--- config.mk ---
export PLATFORM = sky130hd
export DESIGN_NAME = code_entry
export DESIGN_NICKNAME = d
export VERILOG_FILES = /design/src/rtl/code_entry.sv
export SDC_FILE = /design/constraint.sdc
export NUM_CORES = 1
export LEC_CHECK = 0
export CELL_PAD_IN_SITES_DETAIL_PLACEMENT = 0
export CELL_PAD_IN_SITES_GLOBAL_PLACEMENT = 1
export CORE_AREA = 8 8 113 115
export CTS_CLUSTER_DIAMETER = 80
export DETAILED_ROUTE_END_ITERATION = 12
export DIE_AREA = 0 0 121 123
export PLACE_DENSITY_LB_ADDON = 0.08
export RECOVER_POWER = 100
export SLEW_MARGIN = 20
export SYNTH_ARGS = -nofsm -noshare
export SYNTH_HDL_FRONTEND = slang
export SYNTH_SLANG_ARGS = --single-unit
--- constraint.sdc ---
create_clock -name clk -period 1.9 [get_ports clk]
set_input_delay 0.38 -clock clk [delete_from_list [all_inputs] [get_ports clk]]
set_output_delay 0.38 -clock clk [all_outputs]
set_load 0.05 [all_outputs]
--- src/rtl/code_entry.sv ---
// ============================================================================
// code_entry -- debounced four-button code entry with a confirm button.
//
// Four raw code buttons toggle the bits of a 4-bit code (q,u,n,b). A confirm
// button (ok) presents the code to the lock by raising d, and a second
// confirm press withdraws it and clears the code.
//
// Signal path, per button:
//   raw -> two-flop synchronizer -> debounce counter / debounced state
//       -> registered press pulse -> FSM.
// A press held stable shows up on q/u/n/b or d on the (DB_CYCLES+3)-th clk
// edge after the raw input goes low (the first edge that samples it counts
// as the first).
//
// Optional feature (macro AUTO_CLEAR_EN, undefined by default):
//   an inactivity timer clears the code and drops back to IDLE after
//   TIMEOUT_CYCLES cycles without a press event or a state change.
//
// Ports:
//   clk          system clock, rising edge
//   rst          synchronous active-high reset
//   key_in[3:0]  raw code buttons, active-low, bit3..0 = q,u,n,b
//   ok_in        raw confirm button, active-low
//   q,u,n,b      registered code bits
//   d            code presented for checking (state == ARMED)
//   armed        status LED, same as d
// ============================================================================
module code_entry #(
    parameter int DB_CYCLES      = 240000,
    parameter int TIMEOUT_CYCLES = 120000000
) (
    input  logic       clk,
    input  logic       rst,
    input  logic [3:0] key_in,
    input  logic       ok_in,
    output logic       q,
    output logic       u,
    output logic       n,
    output logic       b,
    output logic       d,
    output logic       armed
);

    localparam int DB_W = (DB_CYCLES > 1) ? $clog2(DB_CYCLES) : 1;
    localparam logic [DB_W-1:0] DB_MAX = DB_W'(DB_CYCLES - 1);

    // Elaboration-time guard on the window parameters.
    if (DB_CYCLES < 1 || TIMEOUT_CYCLES < 2) begin : g_bad_params
        $error("code_entry: DB_CYCLES must be >= 1 and TIMEOUT_CYCLES >= 2");
    end

    typedef enum logic {
        IDLE  = 1'b0,
        ARMED = 1'b1
    } state_t;

    // ------------------------------------------------------------------
    // Synchronizers and debouncers. Index 4 is ok, 3..0 are the keys.
    // All buttons idle high (released).
    // ------------------------------------------------------------------
    logic [4:0]      raw;
    logic [4:0]      sync1_q, sync2_q;
    logic [4:0]      db_q, db_d;
    logic [4:0]      press_q, press_d;
    logic [DB_W-1:0] cnt_q [5];
    logic [DB_W-1:0] cnt_d [5];

    assign raw = {ok_in, key_in};

    always_comb begin
        db_d    = db_q;
        press_d = '0;
        for (int i = 0; i < 5; i++) begin
            cnt_d[i] = '0;
            if (sync2_q[i] != db_q[i]) begin
                if (cnt_q[i] == DB_MAX) begin
                    // Stable long enough: accept the new level. Only a
                    // falling (press) transition produces an event.
                    db_d[i]    = sync2_q[i];
                    press_d[i] = ~sync2_q[i];
                end else begin
                    cnt_d[i] = cnt_q[i] + 1'b1;
                end
            end
        end
    end

    always_ff @(posedge clk) begin
        if (rst) begin
            sync1_q <= '1;
            sync2_q <= '1;
            db_q    <= '1;
            press_q <= '0;
            for (int i = 0; i < 5; i++) begin
                cnt_q[i] <= '0;
            end
        end else begin
            sync1_q <= raw;
            sync2_q <= sync1_q;
            db_q    <= db_d;
            press_q <= press_d;
            for (int i = 0; i < 5; i++) begin
                cnt_q[i] <= cnt_d[i];
            end
        end
    end

    // ------------------------------------------------------------------
    // Entry FSM
    // ------------------------------------------------------------------
    state_t     state_q, state_d;
    logic [3:0] code_q, code_d;
    logic [3:0] key_ev;
    logic       ok_ev;

    assign key_ev = press_q[3:0];
    assign ok_ev  = press_q[4];

`ifdef AUTO_CLEAR_EN
    localparam int TM_W = $clog2(TIMEOUT_CYCLES);
    localparam logic [TM_W-1:0] TM_MAX = TM_W'(TIMEOUT_CYCLES - 1);

    logic [TM_W-1:0] tmr_q, tmr_d;
    logic            any_ev;
    logic            timeout;

    assign any_ev  = |press_q;
    // A press event in the same cycle always wins over the timeout.
    assign timeout = (tmr_q == TM_MAX) && !any_ev;
`endif

    always_comb begin
        state_d = state_q;
        code_d  = code_q;
        case (state_q)
            IDLE: begin
                // ok has priority: simultaneous key events are dropped and
                // the pre-toggle code is the one armed.
                if (ok_ev) begin
                    state_d = ARMED;
                end else begin
                    code_d = code_q ^ key_ev;
                end
            end
            ARMED: begin
                if (ok_ev) begin
                    state_d = IDLE;
                    code_d  = '0;
                end
            end
            default: begin
                state_d = IDLE;
                code_d  = '0;
            end
        endcase
`ifdef AUTO_CLEAR_EN
        if (timeout) begin
            state_d = IDLE;
            code_d  = '0;
        end
`endif
    end

`ifdef AUTO_CLEAR_EN
    always_comb begin
        tmr_d = tmr_q + 1'b1;
        // Timeout also restarts the count so an empty IDLE simply wraps.
        if (any_ev || (state_d != state_q) || timeout) begin
            tmr_d = '0;
        end
    end

    always_ff @(posedge clk) begin
        if (rst) begin
            tmr_q <= '0;
        end else begin
            tmr_q <= tmr_d;
        end
    end
`endif

    always_ff @(posedge clk) begin
        if (rst) begin
            state_q <= IDLE;
            code_q  <= '0;
        end else begin
            state_q <= state_d;
            code_q  <= code_d;
        end
    end

    assign {q, u, n, b} = code_q;
    assign d            = (state_q == ARMED);
    assign armed        = (state_q == ARMED);

endmodule

* Yosys cells after proc, flatten, opt, wreduce, memory -nomap -nowiden
Memories as Yosys holds them, arrays and structs flattened.
Index checks and enable logic that the tools add are counted.
** Operators by class
- $add $sub $neg :: 5
- Equal/unequal tests :: 12
- Multiplexer cells :: 24
- Bitwise operators :: 22
- Reductions and logical operators :: 11
** Operators with widths (count)
- $mux 18 :: 15
- $add 18x1->18 const B :: 5
- $eq 18x18->1 const B :: 5
- $not 1->1 :: 16
- $reduce_or 3->1 :: 5
- $reduce_and 2->1 :: 6
- $mux 4 :: 2
- $pmux 4 s2 :: 1
- $mux 1 :: 5
- $ne 1x1->1 :: 5
- $or 1x1->1 :: 5
- $ne 2x2->1 const B :: 2
- $xor 4x4->4 :: 1
- $pmux 1 s2 :: 1
** Storage, ports and cells
- Flip-flop bits (word level) :: 25
- RAM bits :: 90
- Word-level logic and storage cells :: 89
- Memories :: 1
** Memory list
- cnt_q :: depth 5, width 18, read ports 5, clocked after Yosys merged registers in 0, write ports 5, RTL line 65 : logic [DB_W-1:0] cnt_q [5];

* Longest topological paths before layout
- Word-level depth :: 4
- Depth in mapped cells :: 7
- Gate-level depth less buffers :: 5

* Worst setup path after synthesis
No wires, ideal clock.
- Path type :: reg-to-reg
- Start point :: memory cnt_q[0][54] (netlist bit)
- End point :: memory cnt_q[0][65] (netlist bit)
- Arrival time :: 1652 ps
- Required time :: 1785 ps
- Path slack :: 132 ps
- Stages on the path, launching flop included :: 7
- Path buffers :: 1
- Clock period less this slack :: 1768 ps
- Cell sequence :: dfxtp_1 > ha_1 > nand2_1 > or4_4 > o21ai_2 > buf_6 > nor2_1
** RTL lines (RTL line)
- start: declaration :: 65

==> results_dict.tcl <==
set metrics [dict create \
    period_needed_ps 1792 \
    cellPowerDensity_nw_per_um2 1004 \
    setup.worst_path.end_class "register" \
    finish.utilization_pct 54.86 \
    first_global_vias 3670 \
    ys_seq_elements 115 \
    place_ws_ps 20.81 \
    cts_hold_buf 0 \
    io_buffers 12 \
    coreArea_um2 11080 \
    dr_total_vias 3983 \
    cts_tree "done" \
    worstPathRequired_ps 2200 \
    dr.pass1.iters 5 \
    synth_area_um2 5010 \
    drcViolationCount 0 \
    area_growth_pct 21.30 \
    maxCapViolations 0 \
    max_slew_margin_pct 56.82 \
    place_area_um2 5444 \
    root_buffer "clkbuf_16" \
    die_h_um 123 \
    synth_edf_count 0 \
    max_freq_ghz 0.5580 \
    htree_num_levels 4 \
    cp_max_fo 17 \
    final_common_cell "dfxtp_1" \
    synthesis.instances 563 \
    grt_max_degree 19 \
    rrSetupSlack_ps 110 \
    postRouteAntennaNets 0 \
    fin_crit_sh_pct 94.32 \
    drive_gt1_share_pct 12.80 \
    fin_setup_tns_ps 0 \
    worstSetupPathType "reg -> reg" \
    startpoint_type "register" \
    gr-total-overflow 0 \
    wl_um 9621 \
    rsz0062_at_grt "false" \
    insertion_delay_ps 410 \
    routed_via_density 5.241 \
    cts.reportedPaths.clkPinSlew_ps 50 \
    die_area_um2 14880 \
    leakagePower_nw 1.913 \
    drt_iter0_drc 217 \
    cts.sinks 115 \
    grtUsageTotal_pct 13.94 \
    wl_per_cell_um 12.66 \
    mostFrequentLayoutCells "dfxtp_1 (115), nor2_1 (83), xnor2_1 (36)" \
    pin_count 13 \
    synth_area_per_cell_um2 8.898 \
    num_rows 39 \
    stdcell_area_um2 6077 \
    setup_ws_ps 108.0 \
    p_total_w 0.006099 \
    grt_pass1_wl_um 16780 \
    clock_path_buffers 2 \
    tightest_slew_ps 646.8 \
    dp_hpwl_um 6707 \
    skew_ps 4.597 \
    cts_buffers 17 \
    synthDistinctLibCells 51 \
    diodes 0 \
    antenna_found_initial 0 \
    nets 616 \
    synthFlopType "dfxtp_1" \
    syn-num-nets 575 \
    fp.dieW_um 121 \
    peakVddDrop_v 0.0005022 \
    status "completed" \
    hold_viol 0 \
    synthArstFlopShare_pct 0 \
    slew_viol_final 0 \
    synth_seq_area_share_pct 45.95 \
    setup_violations 0 \
    gp_congestion 0.7895 \
    min_path_type "reg -> reg" \
    ys_warn_count 0 \
    cp.arrival_ps 2090 \
    start_util_pct 45.23 \
]
-- Yosys cell counts (3+ instances only) --
master    number  area [µm²]
and2_1         6       37.54
o32a_1         4       40.04
and3_1         6       37.54
o31ai_1        9       67.56
buf_2          7       35.03
a31o_2         3       26.28
and4_1         8       70.07
ha_1           5       62.56
nor3b_1        4       30.03
a21oi_1       26       130.1
buf_4          3       22.52
xor2_1        27       236.5
dfxtp_1      115        2302
nand3_1       32       160.2
nand4_1       24       150.1
or4_1          9       67.56
clkbuf_1       7       26.28
nor2b_1        4       25.02
or2_2         12       75.07
or3_1         12       75.07
nor3_1        14       70.07
a211o_1        3       26.28
xnor2_1       36       315.3
nor4_1        12       75.07
nand2_1       27       101.4
o21ai_0       12       60.06
inv_1         22       82.58
nor2_1        83       311.6
nand2b_1       3       18.77
-- registers in the layout, summed over array words and instances, names as in the netlist --
signal and count:
cnt_q 90, db_q 5, press_q 5, sync1_q 5, sync2_q 5, code_q 4, armed 1
-- area by class of cell --
type / count / area [µm²]
inverters: 22 / 82.58
clock buffers: 22 / 464.2
fillers: 1017 / 5000
repair buffers: 42 / 327.8
flip-flops and latches: 115 / 2302
clock inverters: 10 / 202.7
multi-input cells: 406 / 2519
well taps: 143 / 178.9
-- what timing repair did --
| item | CTS | global route |
|---|---|---|
| setup buffers | 0 | 3 |
| endpoints found under the hold margin | 0 | 0 |
| resized for setup | 0 | 1 |
| endpoints found under the setup margin | 0 | 19 |
-- worst max-delay path: stages (launching register included) --
cell and delay (ps):
dfxtp_1 420, nand4_1 170, or4_1 640, o21ai_2 140
buf_4 230, nor2_1 70
-- where the power goes --
part	switching (W)	internal, W	leakage, nW	total, W
clock	0.00108	0.00252	0.324	0.00360
sequential	0.00000744	0.00243	0.929	0.00243
combinational	0.0000368	0.0000296	0.660	0.0000665
total	0.00112	0.00498	1.91	0.00610
-- layer usage --
layer | routed length (µm) | track usage [%] | up-vias
li1 | - | - | 2066
met1 | 4878 | 17.65 | 1858
met2 | 4219 | 20.76 | 43
met3 | 343 | 5.023 | 16
met4 | 178 | 6.557 | 0
met5 | 0 | 0 | -
-- metrics by stage --
| stage | hold WS, ps | instances |
|---|---|---|
| 6_report | 404.4 | 760 |
| 5_1_grt | 428.3 | 760 |
| 4_1_cts | 405.9 | 757 |
| 3_5_place_dp | 394.1 | 725 |
| 3_3_place_gp | 392.2 | 725 |
| 2_1_floorplan | 389.5 | 563 |
-- path summary, 6_finish.rpt --
kind,cells after the start,to,from
max,5,cnt_q[0][57],cnt_q[0][56]
min,1,sync2_q[2],sync1_q[2]
max reg2reg,5,cnt_q[0][57],cnt_q[0][56]
min reg2reg,1,sync2_q[2],sync1_q[2]
-- cell families (layout without fill, tap and decap cells) --
family	count (synthesis)	after routing	synth area share [%]
buffers and inverters	42	96	3.696
flip-flops	115	115	45.95
AO/OA/AOI/OAI	66	66	8.617
adder cells (fa/ha/maj)	5	5	1.249
AND/OR/NAND/NOR	272	272	29.47
XOR/XNOR	63	63	11.01
(Power assumes the default switching activity.)
